File: config.mk
export PLATFORM = sky130hd
export DESIGN_NAME = rf_writeback_flat
export DESIGN_NICKNAME = d
export VERILOG_FILES = /design/src/rtl/rf_writeback_pkg.sv /design/src/rtl/rf_writeback_if.sv /design/src/rtl/rf_scoreboard.sv /design/src/rtl/rf_writeback.sv /design/src/flat_wrapper.sv
export SDC_FILE = /design/constraint.sdc
export NUM_CORES = 1
export LEC_CHECK = 0
export BUFFER_PORTS_ARGS = -buffer_cell sky130_fd_sc_hd__buf_4
export CORE_UTILIZATION = 46
export DETAILED_ROUTE_END_ITERATION = 10
export GPL_ROUTABILITY_DRIVEN = 0
export GPL_TIMING_DRIVEN = 0
export PLACE_DENSITY = 0.79
export SLEW_MARGIN = 20
export SYNTH_ARGS = -nofsm -noshare
export SYNTH_HDL_FRONTEND = slang
export SYNTH_SLANG_ARGS = --single-unit
File: constraint.sdc
create_clock -name clk -period 3.05 [get_ports clk]
set_input_delay 0.61 -clock clk [delete_from_list [all_inputs] [get_ports clk]]
set_output_delay 0.61 -clock clk [all_outputs]
set_load 0.03 [all_outputs]
File: src/rtl/rf_writeback_pkg.sv
// Shared definitions for the register-file writeback slice.
// Contents:
//   AddrWidth / DataWidth  default register index and data widths
//   ZeroReg                index of the hardwired-zero register
//   wb_req_t               writeback request (valid, rd, data) at default widths
package rf_writeback_pkg;

  localparam int unsigned AddrWidth = 5;
  localparam int unsigned DataWidth = 32;
  localparam int unsigned ZeroReg   = 0;

  typedef struct packed {
    logic                 valid;
    logic [AddrWidth-1:0] rd;
    logic [DataWidth-1:0] data;
  } wb_req_t;

endpackage

File: src/rtl/rf_writeback_if.sv
// Writeback result channels from execute (ALU) and load/store (LSU) into rf_writeback.
// Signals:
//   a_valid/a_rd/a_data  ALU result; accepted the same cycle unless a_hold
//   a_hold               ALU must not present a result this cycle
//   m_valid/m_rd/m_data  LSU result; accepted when m_valid && m_ready
//   m_ready              LSU result accepted this cycle
// master = result producers, slave = the writeback controller.
interface rf_writeback_if
  import rf_writeback_pkg::*;
#(
  parameter int unsigned ADDR_WIDTH = AddrWidth,
  parameter int unsigned DATA_WIDTH = DataWidth
) ();

  logic                  a_valid;
  logic [ADDR_WIDTH-1:0] a_rd;
  logic [DATA_WIDTH-1:0] a_data;
  logic                  a_hold;

  logic                  m_valid;
  logic [ADDR_WIDTH-1:0] m_rd;
  logic [DATA_WIDTH-1:0] m_data;
  logic                  m_ready;

  modport master (
    output a_valid, a_rd, a_data, m_valid, m_rd, m_data,
    input  a_hold, m_ready
  );

  modport slave (
    input  a_valid, a_rd, a_data, m_valid, m_rd, m_data,
    output a_hold, m_ready
  );

endinterface

File: src/rtl/rf_scoreboard.sv
// Busy-bit scoreboard for in-flight destination registers.
// Ports:
//   clk, rst              clock, synchronous active-high reset (clears all busy bits)
//   set_valid, set_rd     issue of an instruction writing set_rd (rd 0 ignored)
//   clr_valid, clr_rd     RF write this cycle, retires clr_rd
//   raddr1, raddr2        decode read addresses
//   hazard1, hazard2      operand still pending on the respective read port
module rf_scoreboard
  import rf_writeback_pkg::*;
#(
  parameter int unsigned ADDR_WIDTH = AddrWidth
) (
  input  logic                  clk,
  input  logic                  rst,
  input  logic                  set_valid,
  input  logic [ADDR_WIDTH-1:0] set_rd,
  input  logic                  clr_valid,
  input  logic [ADDR_WIDTH-1:0] clr_rd,
  input  logic [ADDR_WIDTH-1:0] raddr1,
  input  logic [ADDR_WIDTH-1:0] raddr2,
  output logic                  hazard1,
  output logic                  hazard2
);

  localparam int unsigned NumRegs = 2 ** ADDR_WIDTH;

  logic [NumRegs-1:0] busy_q, busy_d;

  // Set is applied after clear so a re-issue to the register being written stays busy.
  always_comb begin
    busy_d = busy_q;
    if (clr_valid) busy_d[clr_rd] = 1'b0;
    if (set_valid) busy_d[set_rd] = 1'b1;
    busy_d[ZeroReg] = 1'b0;
  end

  always_ff @(posedge clk) begin
    if (rst) begin
      busy_q <= '0;
    end else begin
      busy_q <= busy_d;
    end
  end

  // A write landing this cycle resolves the operand: the bypass supplies it next cycle.
  always_comb begin
    hazard1 = busy_q[raddr1] && !(clr_valid && (clr_rd == raddr1));
    hazard2 = busy_q[raddr2] && !(clr_valid && (clr_rd == raddr2));
  end

endmodule

File: src/rtl/rf_writeback.sv
// Write-side controller for the integer register file.
// Arbitrates ALU and LSU results onto the single RF write port (ALU preferred, LSU
// protected from starvation), tracks in-flight destinations in rf_scoreboard and
// bypasses same-edge writes around the RF's registered read.
// Ports:
//   clk, rst                 clock, synchronous active-high reset
//   wb                       ALU/LSU result channels (slave side)
//   iss_valid, iss_rd        issued instruction destination
//   raddr1, raddr2           decode read addresses (also driven to the RF)
//   rf_rdata1, rf_rdata2     raw RF read data, one cycle after the address
//   wen, waddr, wdata        RF write port
//   rdata1, rdata2           bypassed read data, same timing as rf_rdata*
//   hazard                   an operand of raddr1/raddr2 is still pending
//   err                      sticky: ALU presented a result while held off
module rf_writeback
  import rf_writeback_pkg::*;
#(
  parameter int unsigned ADDR_WIDTH = AddrWidth,
  parameter int unsigned DATA_WIDTH = DataWidth,
  parameter int unsigned STARVE_MAX = 4
) (
  input  logic                  clk,
  input  logic                  rst,
  rf_writeback_if.slave         wb,
  input  logic                  iss_valid,
  input  logic [ADDR_WIDTH-1:0] iss_rd,
  input  logic [ADDR_WIDTH-1:0] raddr1,
  input  logic [ADDR_WIDTH-1:0] raddr2,
  input  logic [DATA_WIDTH-1:0] rf_rdata1,
  input  logic [DATA_WIDTH-1:0] rf_rdata2,
  output logic                  wen,
  output logic [ADDR_WIDTH-1:0] waddr,
  output logic [DATA_WIDTH-1:0] wdata,
  output logic [DATA_WIDTH-1:0] rdata1,
  output logic [DATA_WIDTH-1:0] rdata2,
  output logic                  hazard,
  output logic                  err
);

  localparam int unsigned           CntWidth = $clog2(STARVE_MAX + 1);
  localparam logic [CntWidth-1:0]   CntMax   = CntWidth'(STARVE_MAX);
  localparam logic [ADDR_WIDTH-1:0] RegZero  = ADDR_WIDTH'(ZeroReg);

  typedef struct packed {
    logic                  valid;
    logic [ADDR_WIDTH-1:0] rd;
    logic [DATA_WIDTH-1:0] data;
  } win_t;

  logic [CntWidth-1:0]   starve_q, starve_d;
  logic                  err_q;
  logic                  a_hold_c, m_ready_c, alu_win, m_acc;
  win_t                  win;

  logic [ADDR_WIDTH-1:0] raddr1_q, raddr2_q, waddr_q;
  logic [DATA_WIDTH-1:0] wdata_q;
  logic                  wen_q;
  logic                  hazard1, hazard2;

  // Arbitration: ALU wins unless held off, in which case the LSU is guaranteed a slot.
  always_comb begin
    a_hold_c  = (starve_q == CntMax);
    alu_win   = wb.a_valid && !a_hold_c;
    m_ready_c = !alu_win;
    m_acc     = wb.m_valid && m_ready_c;
    win       = '0;
    if (alu_win) begin
      win = '{valid: 1'b1, rd: wb.a_rd, data: wb.a_data};
    end else if (m_acc) begin
      win = '{valid: 1'b1, rd: wb.m_rd, data: wb.m_data};
    end
  end

  assign wb.a_hold  = a_hold_c;
  assign wb.m_ready = m_ready_c;

  // rd 0 results complete their handshake but never reach the RF.
  assign wen   = win.valid && (win.rd != RegZero) && !rst;
  assign waddr = win.rd;
  assign wdata = win.data;

  // Counts consecutive cycles the LSU is waiting; any accept or idle cycle restarts it.
  always_comb begin
    starve_d = '0;
    if (wb.m_valid && !m_ready_c) begin
      starve_d = (starve_q == CntMax) ? CntMax : starve_q + CntWidth'(1);
    end
  end

  always_ff @(posedge clk) begin
    if (rst) begin
      starve_q <= '0;
      err_q    <= 1'b0;
      raddr1_q <= '0;
      raddr2_q <= '0;
      wen_q    <= 1'b0;
      waddr_q  <= '0;
      wdata_q  <= '0;
    end else begin
      starve_q <= starve_d;
      err_q    <= err_q | (wb.a_valid && a_hold_c);
      raddr1_q <= raddr1;
      raddr2_q <= raddr2;
      wen_q    <= wen;
      waddr_q  <= waddr;
      wdata_q  <= wdata;
    end
  end

  assign err = err_q;

  // The RF returns the pre-write value when read and written on the same edge.
  always_comb begin
    rdata1 = rf_rdata1;
    rdata2 = rf_rdata2;
    if (wen_q && (waddr_q == raddr1_q) && (raddr1_q != RegZero)) rdata1 = wdata_q;
    if (wen_q && (waddr_q == raddr2_q) && (raddr2_q != RegZero)) rdata2 = wdata_q;
  end

  rf_scoreboard #(
    .ADDR_WIDTH (ADDR_WIDTH)
  ) u_scoreboard (
    .clk       (clk),
    .rst       (rst),
    .set_valid (iss_valid && (iss_rd != RegZero)),
    .set_rd    (iss_rd),
    .clr_valid (wen),
    .clr_rd    (waddr),
    .raddr1    (raddr1),
    .raddr2    (raddr2),
    .hazard1   (hazard1),
    .hazard2   (hazard2)
  );

  assign hazard = hazard1 | hazard2;

endmodule
File: src/flat_wrapper.sv
// flat-port wrapper written by rule: the top's interface ports become plain ports
module rf_writeback_flat import rf_writeback_pkg::*;
#(
  parameter int unsigned ADDR_WIDTH = AddrWidth,
  parameter int unsigned DATA_WIDTH = DataWidth,
  parameter int unsigned STARVE_MAX = 4
)
  (clk, rst, iss_valid, iss_rd, raddr1, raddr2, rf_rdata1, rf_rdata2, wen, waddr, wdata, rdata1, rdata2, hazard, err, wb_a_valid, wb_a_rd, wb_a_data, wb_m_valid, wb_m_rd, wb_m_data, wb_a_hold, wb_m_ready);
  rf_writeback_if #(.ADDR_WIDTH(ADDR_WIDTH), .DATA_WIDTH(DATA_WIDTH)) wb_i ();
  input  logic clk;
  input  logic rst;
  input  logic iss_valid;
  input  logic [ADDR_WIDTH-1:0] iss_rd;
  input  logic [ADDR_WIDTH-1:0] raddr1;
  input  logic [ADDR_WIDTH-1:0] raddr2;
  input  logic [DATA_WIDTH-1:0] rf_rdata1;
  input  logic [DATA_WIDTH-1:0] rf_rdata2;
  output logic wen;
  output logic [ADDR_WIDTH-1:0] waddr;
  output logic [DATA_WIDTH-1:0] wdata;
  output logic [DATA_WIDTH-1:0] rdata1;
  output logic [DATA_WIDTH-1:0] rdata2;
  output logic hazard;
  output logic err;
  input wire logic [$bits(wb_i.a_valid)-1:0] wb_a_valid;
  input wire logic [$bits(wb_i.a_rd)-1:0] wb_a_rd;
  input wire logic [$bits(wb_i.a_data)-1:0] wb_a_data;
  input wire logic [$bits(wb_i.m_valid)-1:0] wb_m_valid;
  input wire logic [$bits(wb_i.m_rd)-1:0] wb_m_rd;
  input wire logic [$bits(wb_i.m_data)-1:0] wb_m_data;
  output wire logic [$bits(wb_i.a_hold)-1:0] wb_a_hold;
  output wire logic [$bits(wb_i.m_ready)-1:0] wb_m_ready;
  assign wb_i.a_valid = wb_a_valid;
  assign wb_i.a_rd = wb_a_rd;
  assign wb_i.a_data = wb_a_data;
  assign wb_i.m_valid = wb_m_valid;
  assign wb_i.m_rd = wb_m_rd;
  assign wb_i.m_data = wb_m_data;
  assign wb_a_hold = wb_i.a_hold;
  assign wb_m_ready = wb_i.m_ready;
  rf_writeback #(.ADDR_WIDTH(ADDR_WIDTH), .DATA_WIDTH(DATA_WIDTH), .STARVE_MAX(STARVE_MAX)) u_core (.clk(clk), .rst(rst), .wb(wb_i), .iss_valid(iss_valid), .iss_rd(iss_rd), .raddr1(raddr1), .raddr2(raddr2), .rf_rdata1(rf_rdata1), .rf_rdata2(rf_rdata2), .wen(wen), .waddr(waddr), .wdata(wdata), .rdata1(rdata1), .rdata2(rdata2), .hazard(hazard), .err(err));
endmodule
==> run_results.csv, run 1 <==
group,metric,value,unit
clock_network,cts_htree_levels,3,
cells_and_area,utilization,71.98,%
floorplan,fp.dieArea,0.01141,mm²
cells_and_area,area_growth,49.65,%
routing,vias,5898,
worst_setup_path,crit_required,2.44,ns
pwr,powerDensity,400.3,mW/mm²
sta,setup_tns,-0.04133,ns
sta,worst_pin_slew,1.127,ns
floorplan,initial_utilization,48.10,%
synth,syn_area,0.005055,mm²
worst_setup_path,rr_worst_depth,11,
floorplan,core,0.01051,mm²
synth,syn-num-nets,764,
routing,post_drt_wl_per_cell,20.54,µm
run_status,status,"complete, but fails checks",
grt,antenna_found_initial,0,
synth,seq_area_frac_synth,32.87,%
synth,async_reset_ff_share,0,%
sta,relSlewSlack,24.71,%
floorplan,num_rows,37,
clock_network,cts_tree,"built",
routing,avgViaCountPerCell,5.754,
synth,synthDistinctLibCells,40,
cells_and_area,drive_gt1_share,44.09,%
clock_network,clk_pin_slew_worst_paths,0.08,ns
synth,ys.flop_type,"dfxtp_1",
sta,rsz0062_at_grt,"true",
sta,layout_min_cycle_time,3.091,ns
sta,finalCritPeriodShare,101.4,%
sta,fin_hold_ws,0.4830,ns
min_path,hold_depth,2,
sta,hold_violations,0,
clock_network,cts_buffers,9,
min_path,worstHoldPathType,"reg2reg",
synth,ys_warn_count,0,
pwr,peakVddDrop,0.2136,mV
sta,postLayoutSetupSlackWorst,-0.04133,ns
cells_and_area,nets,1045,
grt,grt_max_degree,14,
sta,fin_skew,0.007297,ns
synth,synth_edf_count,0,
floorplan,io_pins,264,
clock_network,clk_path_buf_depth,2,
worst_setup_path,critPathCaptureType,"output port",
placed_design,dp_hpwl,16520,µm
routing,firstDrtPassIters,5,
routing,drcViolationCount,0,
sta,max_freq,323.5,MHz
grt,first_global_vias,5505,
synth,yosys.cell_count.top_type,"nand2_1",
synth,ys_top_cells_by_area,"dfxtp_1 33%, mux2_4 11%, nand2_1 9.4%, a21oi_1 7.1%, mux2_2 6.7%",
floorplan,die_y,106.8,µm
placed_design,port_buffers,262,
cells_and_area,insertedDiodeCount,0,
run,drv_cap,0,
clock_network,cts_sinks,83,
worst_setup_path,criticalPathCategory,"in2out",
synth,synth_top_area_share,32.87,%
placed_design,place_area,0.007192,mm²
floorplan,fp.dieW,106.8,µm
worst_setup_path,cp.arrival,2.48,ns
grt,grt_usage,35.08,%
routing,drt_iter0_drc,509,
worst_setup_path,critPathMaxFanout,10,
synth,synth_top_area_cell,"dfxtp_1",
sta,setup_violations,1,
sta,slew_viol_final,0,
routing,drtAntennaViolNets,0,
synth,netlist_instances,604,
clock_network,clk_latency,0.35,ns
routing,drt_wl_total,21050,µm
synth,syn_area_per_cell,8.369,µm²
placed_design,place_ws,0.02257,ns
pwr,cellLeakagePower,3.533,nW
run_status,violations,"setup timing",
clock_network,clockRootBuffer,"clkbuf_8",
synth,ys_seq_elements,83,
grt,overflow,0,
synth,synth_common_cells,"126 x nand2_1, 83 x dfxtp_1, 72 x a21oi_1",
cells_and_area,finish.instance_area,0.007565,mm²
worst_setup_path,cp-start-kind,"input port",
grt,grt_pass1_wl,30080,µm
-- power breakdown --
| group | leakage, nW | internal [mW] | switching (mW) |
|---|---|---|---|
| sequential | 0.681 | 1.13 | 0.0306 |
| combinational | 2.74 | 0.441 | 0.554 |
| clock | 0.108 | 0.476 | 0.402 |
-- through the flow --
stage,power [mW],cells
floorplan,1.700,604
global placement,2.112,1002
detailed placement,2.128,1002
CTS,2.996,1024
global route,3.117,1025
finish,3.029,1025
-- cell families after synthesis --
group / synth area share (%)
xor gates and xnor gates: 3.119
DFF: 32.87
and+or+nand+nor: 20.67
muxes: 22.03
buffers and inverters: 5.842
adders and majority gates: 0.4950
AOI/OAI and AO/OA: 14.98
-- worst max-delay path: stages --
cell	delay, ns
buf_4	0.12
buf_4	0.18
mux2_2	0.24
a221oi_2	0.05
a2111oi_1	0.52
a31oi_1	0.13
nand3_1	0.16
nor2_1	0.06
o211ai_1	0.20
buf_4	0.20
-- final cells by class --
class                      instances  area [µm²]
clock inverter                     5       77.57
clock buffer                      10       137.6
tap                              136       170.2
buffer                            39       261.5
multi-input combinational        470        3169
fill                             864        2944
sequential                        83        1664
inverter                          12       53.80
timing repair buffer             270        2031
-- placed cells by master (no fill, tap or decap), drive strengths merged, types with 2 or more instances in the layout --
master,count
nor4,4
clkbuf,33
nor2b,22
buf,286
o31ai,2
nor3b,4
o21ai,31
a31oi,8
a21oi,72
clkinv,2
mux2i,19
xor2,6
nand2b,3
clkinvlp,2
a221oi,2
and3b,2
o21a,5
bufinv,2
dfxtp,83
nor2,15
mux4,2
ha,2
nand2,126
and3,8
nand3,43
mux2,66
xnor2,12
nor3,3
inv,11
a2111oi,8
-- state kept, by name, indices dropped and copies added (netlist names) --
name	cells
u_core.wen_q	1
u_core.err	1
u_core.starve_q	3
u_core.waddr_q	5
u_core.u_scoreboard.busy_q	31
u_core.raddr2_q	5
u_core.raddr1_q	5
u_core.wdata_q	32
-- worst paths after layout --
kind | startpoint | to | slack (ns)
hold reg to reg | u_core.err | u_core.err | 0.48
setup / recovery | raddr2[0] | hazard | -0.04
setup reg to reg | u_core.starve_q[1] | u_core.u_scoreboard.busy_q[30] | 0.86
hold / removal | u_core.err | u_core.err | 0.48
-- what timing repair did --
action,4_1_cts,5_1_grt
setup endpoints to repair,1,61
pin swaps,4,6
hold buffers,0,0
buffers inserted,7,1
resized for setup,9,23
-- per-layer routing --
layer / track usage [%] / wire (µm) / vias to the layer above
li1: - / - / 2670
met1: 44.22 / 8136 / 2755
met2: 57.28 / 9785 / 419
met3: 11.43 / 2580 / 54
met4: 9.687 / 547 / 0
met5: 0 / 0 / -
No activity file was read; power rests on OpenSTA's default activity.
==> run 2: changes to the inputs <==
- CAP_MARGIN: default -> 20
- MAX_ROUTING_LAYER: default -> met4
==> run 2 against run 1 <==
Effect of this change:
- the flow still finishes with violations (setup timing)
- setup slack lost 0.025 ns
- wire length grew 0.18%
- critical path depth is the same
- sequential power is essentially flat
- final area grew 0.26%
- register-to-register slack is essentially flat
- die area is the same
- first-iteration DRC count shrank 4.5%
- critical path type unchanged
- largest cell class unchanged
- largest power group unchanged
==> run_results.csv, run 2 (synthesized netlist as in run 1, its figures left out) <==
group,metric,value,unit
run_status,status,"complete, but fails checks",
run_status,violations,"setup timing",
floorplan,core,0.01051,mm²
worst_setup_path,crit_required,2.44,ns
clock_network,cts_htree_levels,3,
floorplan,io_pins,264,
placed_design,place_area,0.007192,mm²
cells_and_area,utilization,72.18,%
cells_and_area,largest_reg_flops,32,
routing,firstDrtPassIters,5,
sta,finalCritPeriodShare,102.2,%
routing,drt_wl_total,21090,µm
floorplan,fp.dieArea,0.01141,mm²
routing,vias,5882,
clock_network,clockRootBuffer,"clkbuf_8",
grt,overflow,0,
worst_setup_path,criticalPathCategory,"in2out",
clock_network,cts_sinks,83,
cells_and_area,multi_input_area,0.003179,mm²
sta,hold_violations,0,
sta,max_freq,320.9,MHz
cells_and_area,insertedDiodeCount,0,
routing,post_drt_wl_per_cell,20.55,µm
clock_network,clk_pin_slew_worst_paths,0.08,ns
pwr,peakVddDrop,0.2143,mV
worst_setup_path,cp-start-kind,"input port",
worst_setup_path,critPathMaxFanout,10,
sta,layout_min_cycle_time,3.116,ns
cells_and_area,drive_gt1_share,44.38,%
sta,worst_pin_slew,1.088,ns
cells_and_area,top_regs,"u_core.wdata_q x32, u_core.u_scoreboard.busy_q x31",
sta,relSlewSlack,27.29,%
sta,slew_viol_final,0,
clock_network,clk_latency,0.35,ns
pwr,p_total,3.034,mW
clock_network,cts_tree,"built",
floorplan,die_y,106.8,µm
floorplan,num_rows,37,
pwr,cellLeakagePower,3.544,nW
clock_network,clk_path_buf_depth,2,
routing,avgViaCountPerCell,5.733,
sta,postLayoutSetupSlackWorst,-0.06633,ns
cells_and_area,finish.instance_area,0.007585,mm²
pwr,powerDensity,400.0,mW/mm²
placed_design,dp_hpwl,16520,µm
worst_setup_path,cp.arrival,2.51,ns
grt,grt_usage,36.13,%
grt,grt_pass1_wl,30130,µm
cells_and_area,final_common_cell,"buf_4",
cells_and_area,area_growth,50.05,%
routing,drtAntennaViolNets,0,
floorplan,initial_utilization,48.10,%
sta,fin_skew,0.008675,ns
run,drv_cap,0,
routing,drt_iter0_drc,486,
cells_and_area,layout_common_cells,"273 x buf_4, 125 x nand2_1, 81 x dfxtp_1",
min_path,worstHoldPathType,"reg2reg",
floorplan,fp.dieW,106.8,µm
cells_and_area,nets,1046,
grt,first_global_vias,5496,
clock_network,cts_buffers,9,
cells_and_area,ff_latch_area,0.001664,mm²
grt,grt_max_degree,14,
placed_design,port_buffers,262,
cells_and_area,nFillCells,861,
sta,setup_violations,1,
grt,antenna_found_initial,0,
routing,drcViolationCount,0,
sta,rsz0062_at_grt,"true",
worst_setup_path,critPathCaptureType,"output port",
cells_and_area,top_register,"u_core.wdata_q",
-- run 2: area by class of cell --
type / count / share of cell area [%]
multi-input combinational: 470 / 41.92
timing repair buffer: 271 / 26.87
sequential: 83 / 21.94
buffer: 39 / 3.448
tap: 136 / 2.243
clock buffer: 10 / 1.815
clock inverter: 5 / 1.023
inverter: 12 / 0.7423
-- run 2: worst max-delay path, stage by stage --
cell       delay [ns]
buf_4            0.12
buf_4            0.17
mux2_2           0.24
a221oi_2         0.05
a2111oi_1        0.54
a31oi_1          0.12
nand3_1          0.16
nor2_1           0.07
o211ai_1         0.21
buf_4            0.20
-- run 2: what timing repair did --
item,4_1_cts,5_1_grt
hold buffers,0,0
pin swaps,4,6
gates resized for setup,9,26
buffers inserted,7,2
endpoints found under the setup margin,1,61
-- run 2: per-layer routing --
metal  vias to the layer above  track usage, %  share of wire, %
li1                       2666               -                 -
met1                      2777           44.33                38
met2                       397           57.47                47
met3                        42           11.49                12
met4                         0           9.393               2.3
met5                         -               -                 0
-- run 2: final timing paths --
check	startpoint	end	slack (ns)	cells past startpoint
worst max-delay path	raddr2[0]	hazard	-0.07	10
worst min-delay path	u_core.err	u_core.err	0.49	2
worst max register to register	u_core.starve_q[1]	u_core.u_scoreboard.busy_q[26]	0.85	11
worst min register to register	u_core.err	u_core.err	0.49	2
-- run 2: report_power, final --
group	switching, mW	internal [mW]	total (mW)
Clock	0.402	0.477	0.878
Sequential	0.0306	1.13	1.16
Combinational	0.556	0.443	1.00
Total	0.989	2.05	3.03
-- run 2: per-stage QoR --
step | hold slack, ns | std cells | setup slack [ns] | TNS, ns
finish | 0.4857 | 1026 | -0.06633 | -0.06633
CTS | 0.4916 | 1024 | 0.0001235 | 0
global route | 0.5094 | 1026 | -0.1395 | -0.1395
detailed placement | 0.4743 | 1002 | 0.02257 | 0
floorplan | 0.4576 | 604 | 0.06517 | 0
global placement | 0.4657 | 1002 | 0.09517 | 0
==> run 3: changes to the inputs <==
- REMOVE_ABC_BUFFERS: default -> 1
==> run 3 against run 2 <==
Effect of this change:
- the run now ends clean
- global-route usage is 1.4 points lower
- core utilization hardly changed
- clock skew hardly changed
- critical path depth is 2 lower
- combinational power hardly changed
- cell count is 2.4% lower
==> run_results.csv, run 3 (synthesized netlist as in run 1, its figures left out) <==
group,metric,value,unit
cells_and_area,utilization,72.13,%
cells_and_area,top_register,"u_core.wdata_q",
clock_network,clk_pin_slew_worst_paths,0.08,ns
sta,setup_tns,0,ns
routing,avgViaCountPerCell,5.705,
worst_setup_path,cp.arrival,2.39,ns
worst_setup_path,path_buf_inv,2,
cells_and_area,top_regs,"u_core.wdata_q x32, u_core.u_scoreboard.busy_q x31",
clock_network,cts_htree_levels,3,
cells_and_area,nets,1020,
floorplan,die_y,106.8,µm
run_status,status,"finished, final reports clean",
floorplan,initial_utilization,48.10,%
cells_and_area,nFillCells,814,
grt,overflow,0,
routing,vias,5711,
routing,drt_iter0_drc,423,
cells_and_area,layout_common_cells,"272 x buf_4, 125 x nand2_1, 80 x dfxtp_1",
grt,antenna_found_initial,0,
floorplan,core,0.01051,mm²
cells_and_area,finalNonFillerCells,1001,
grt,grt_usage,34.69,%
floorplan,num_rows,37,
cells_and_area,final_common_cell,"buf_4",
clock_network,clockRootBuffer,"clkbuf_8",
floorplan,fp.dieW,106.8,µm
sta,finalCritPeriodShare,98.41,%
floorplan,fp.dieArea,0.01141,mm²
sta,hold_violations,0,
cells_and_area,area_growth,49.95,%
placed_design,dp_hpwl,14600,µm
sta,worst_pin_slew,1.099,ns
sta,fin_skew,0.008948,ns
routing,post_drt_wl_per_cell,20.16,µm
grt,grt_pass1_wl,29120,µm
worst_setup_path,cp_slowest_cell,"dfxtp_1",
clock_network,cts_sinks,83,
grt,first_global_vias,5358,
cells_and_area,ff_latch_area,0.001665,mm²
routing,drcViolationCount,0,
pwr,powerDensity,405.4,mW/mm²
worst_setup_path,critPathCaptureType,"output port",
grt,grt_max_degree,82,
sta,slew_viol_final,0,
placed_design,port_buffers,263,
worst_setup_path,cp-start-kind,"flop",
sta,layout_min_cycle_time,3.001,ns
worst_setup_path,crit_required,2.44,ns
clock_network,cts_tree,"built",
run,drv_cap,0,
sta,max_freq,333.2,MHz
cells_and_area,insertedDiodeCount,0,
pwr,peakVddDrop,0.3001,mV
cells_and_area,multi_input_area,0.003233,mm²
worst_setup_path,criticalPathCategory,"reg2out",
routing,drtAntennaViolNets,0,
clock_network,cts_buffers,9,
min_path,worstHoldPathType,"reg2reg",
worst_setup_path,critPathMaxFanout,18,
sta,relSlewSlack,26.54,%
routing,firstDrtPassIters,5,
clock_network,clk_path_buf_depth,2,
pwr,cellLeakagePower,3.506,nW
routing,drt_wl_total,20180,µm
sta,rsz0062_at_grt,"true",
worst_setup_path,slowest_delay,0.43,ns
clock_network,clk_latency,0.35,ns
worst_setup_path,rrSetupSlack,0.77,ns
worst_setup_path,crit_chain,"nor4_1 -> nor3_1 -> a21oi_1 -> nor4_2 -> and3_4 -> buf_16 -> mux2_4 -> buf_4",
floorplan,io_pins,264,
worst_setup_path,cpLargestDelayFamily,"simple AND/OR/NAND/NOR gates",
sta,setup_violations,0,
placed_design,place_inst,966,
cells_and_area,largest_reg_flops,32,
cells_and_area,drive_gt1_share,45.66,%
run 3: cell type report:
class	instances	area share (%)
Clock inverter	5	1.122
Timing Repair Buffer	281	29.14
Inverter	12	0.7758
Clock buffer	11	1.997
Timing Repair inverter	1	0.09904
Tap cell	136	2.245
Sequential cell	83	21.97
Multi-Input combinational cell	472	42.65
run 3: worst min-delay path: cells and delay by family (launching register included):
| kind | cells | cell delay [ns] |
|---|---|---|
| flops | 1 | 0.32 |
| compound gates | 2 | 0.13 |
run 3: path summary, 6_finish.rpt:
| kind | start | to | cells past startpoint |
|---|---|---|---|
| max | u_core.waddr_q[3] | rdata2[1] | 8 |
| min reg2reg | u_core.u_scoreboard.busy_q[8] | u_core.u_scoreboard.busy_q[8] | 2 |
| min | u_core.u_scoreboard.busy_q[8] | u_core.u_scoreboard.busy_q[8] | 2 |
| max reg2reg | u_core.starve_q[0] | u_core.u_scoreboard.busy_q[18] | 9 |
run 3: per-layer routing:
| layer | track usage (%) | up-vias | share of wire (%) |
|---|---|---|---|
| met2 | 58.25 | 336 | 49 |
| met3 | 6.869 | 53 | 8.3 |
| li1 | - | 2621 | - |
| met1 | 39.97 | 2701 | 38 |
| met4 | 15.85 | 0 | 4.4 |
| met5 | - | - | 0 |
run 3: power breakdown:
group          total (mW)  internal (mW)  switching, mW
Clock               0.929          0.509          0.420
Sequential           1.16           1.13         0.0310
Combinational       0.988          0.443          0.545
Total                3.07           2.08          0.995
run 3: repair_timing:
action	4_1_cts	5_1_grt
setup buffers	6	9
resized for setup	13	25
endpoints found under the setup margin	77	30
gates cloned	3	1
hold buffers	0	0
pin swaps	2	7
run 3: stage by stage:
| stage | total power [mW] | cell area, µm² | worst slack, ns | hold WS, ns |
|---|---|---|---|---|
| after floorplan | 1.652 | 4805 | -0.3570 | 0.4514 |
| after global placement | 2.082 | 6949 | -0.7532 | 0.4612 |
| after detailed placement | 2.098 | 6999 | -0.8180 | 0.4851 |
| after CTS | 3.029 | 7385 | 0.006857 | 0.4983 |
| after global routing | 3.173 | 7580 | -0.05221 | 0.5187 |
| final | 3.073 | 7580 | 0.04851 | 0.4957 |
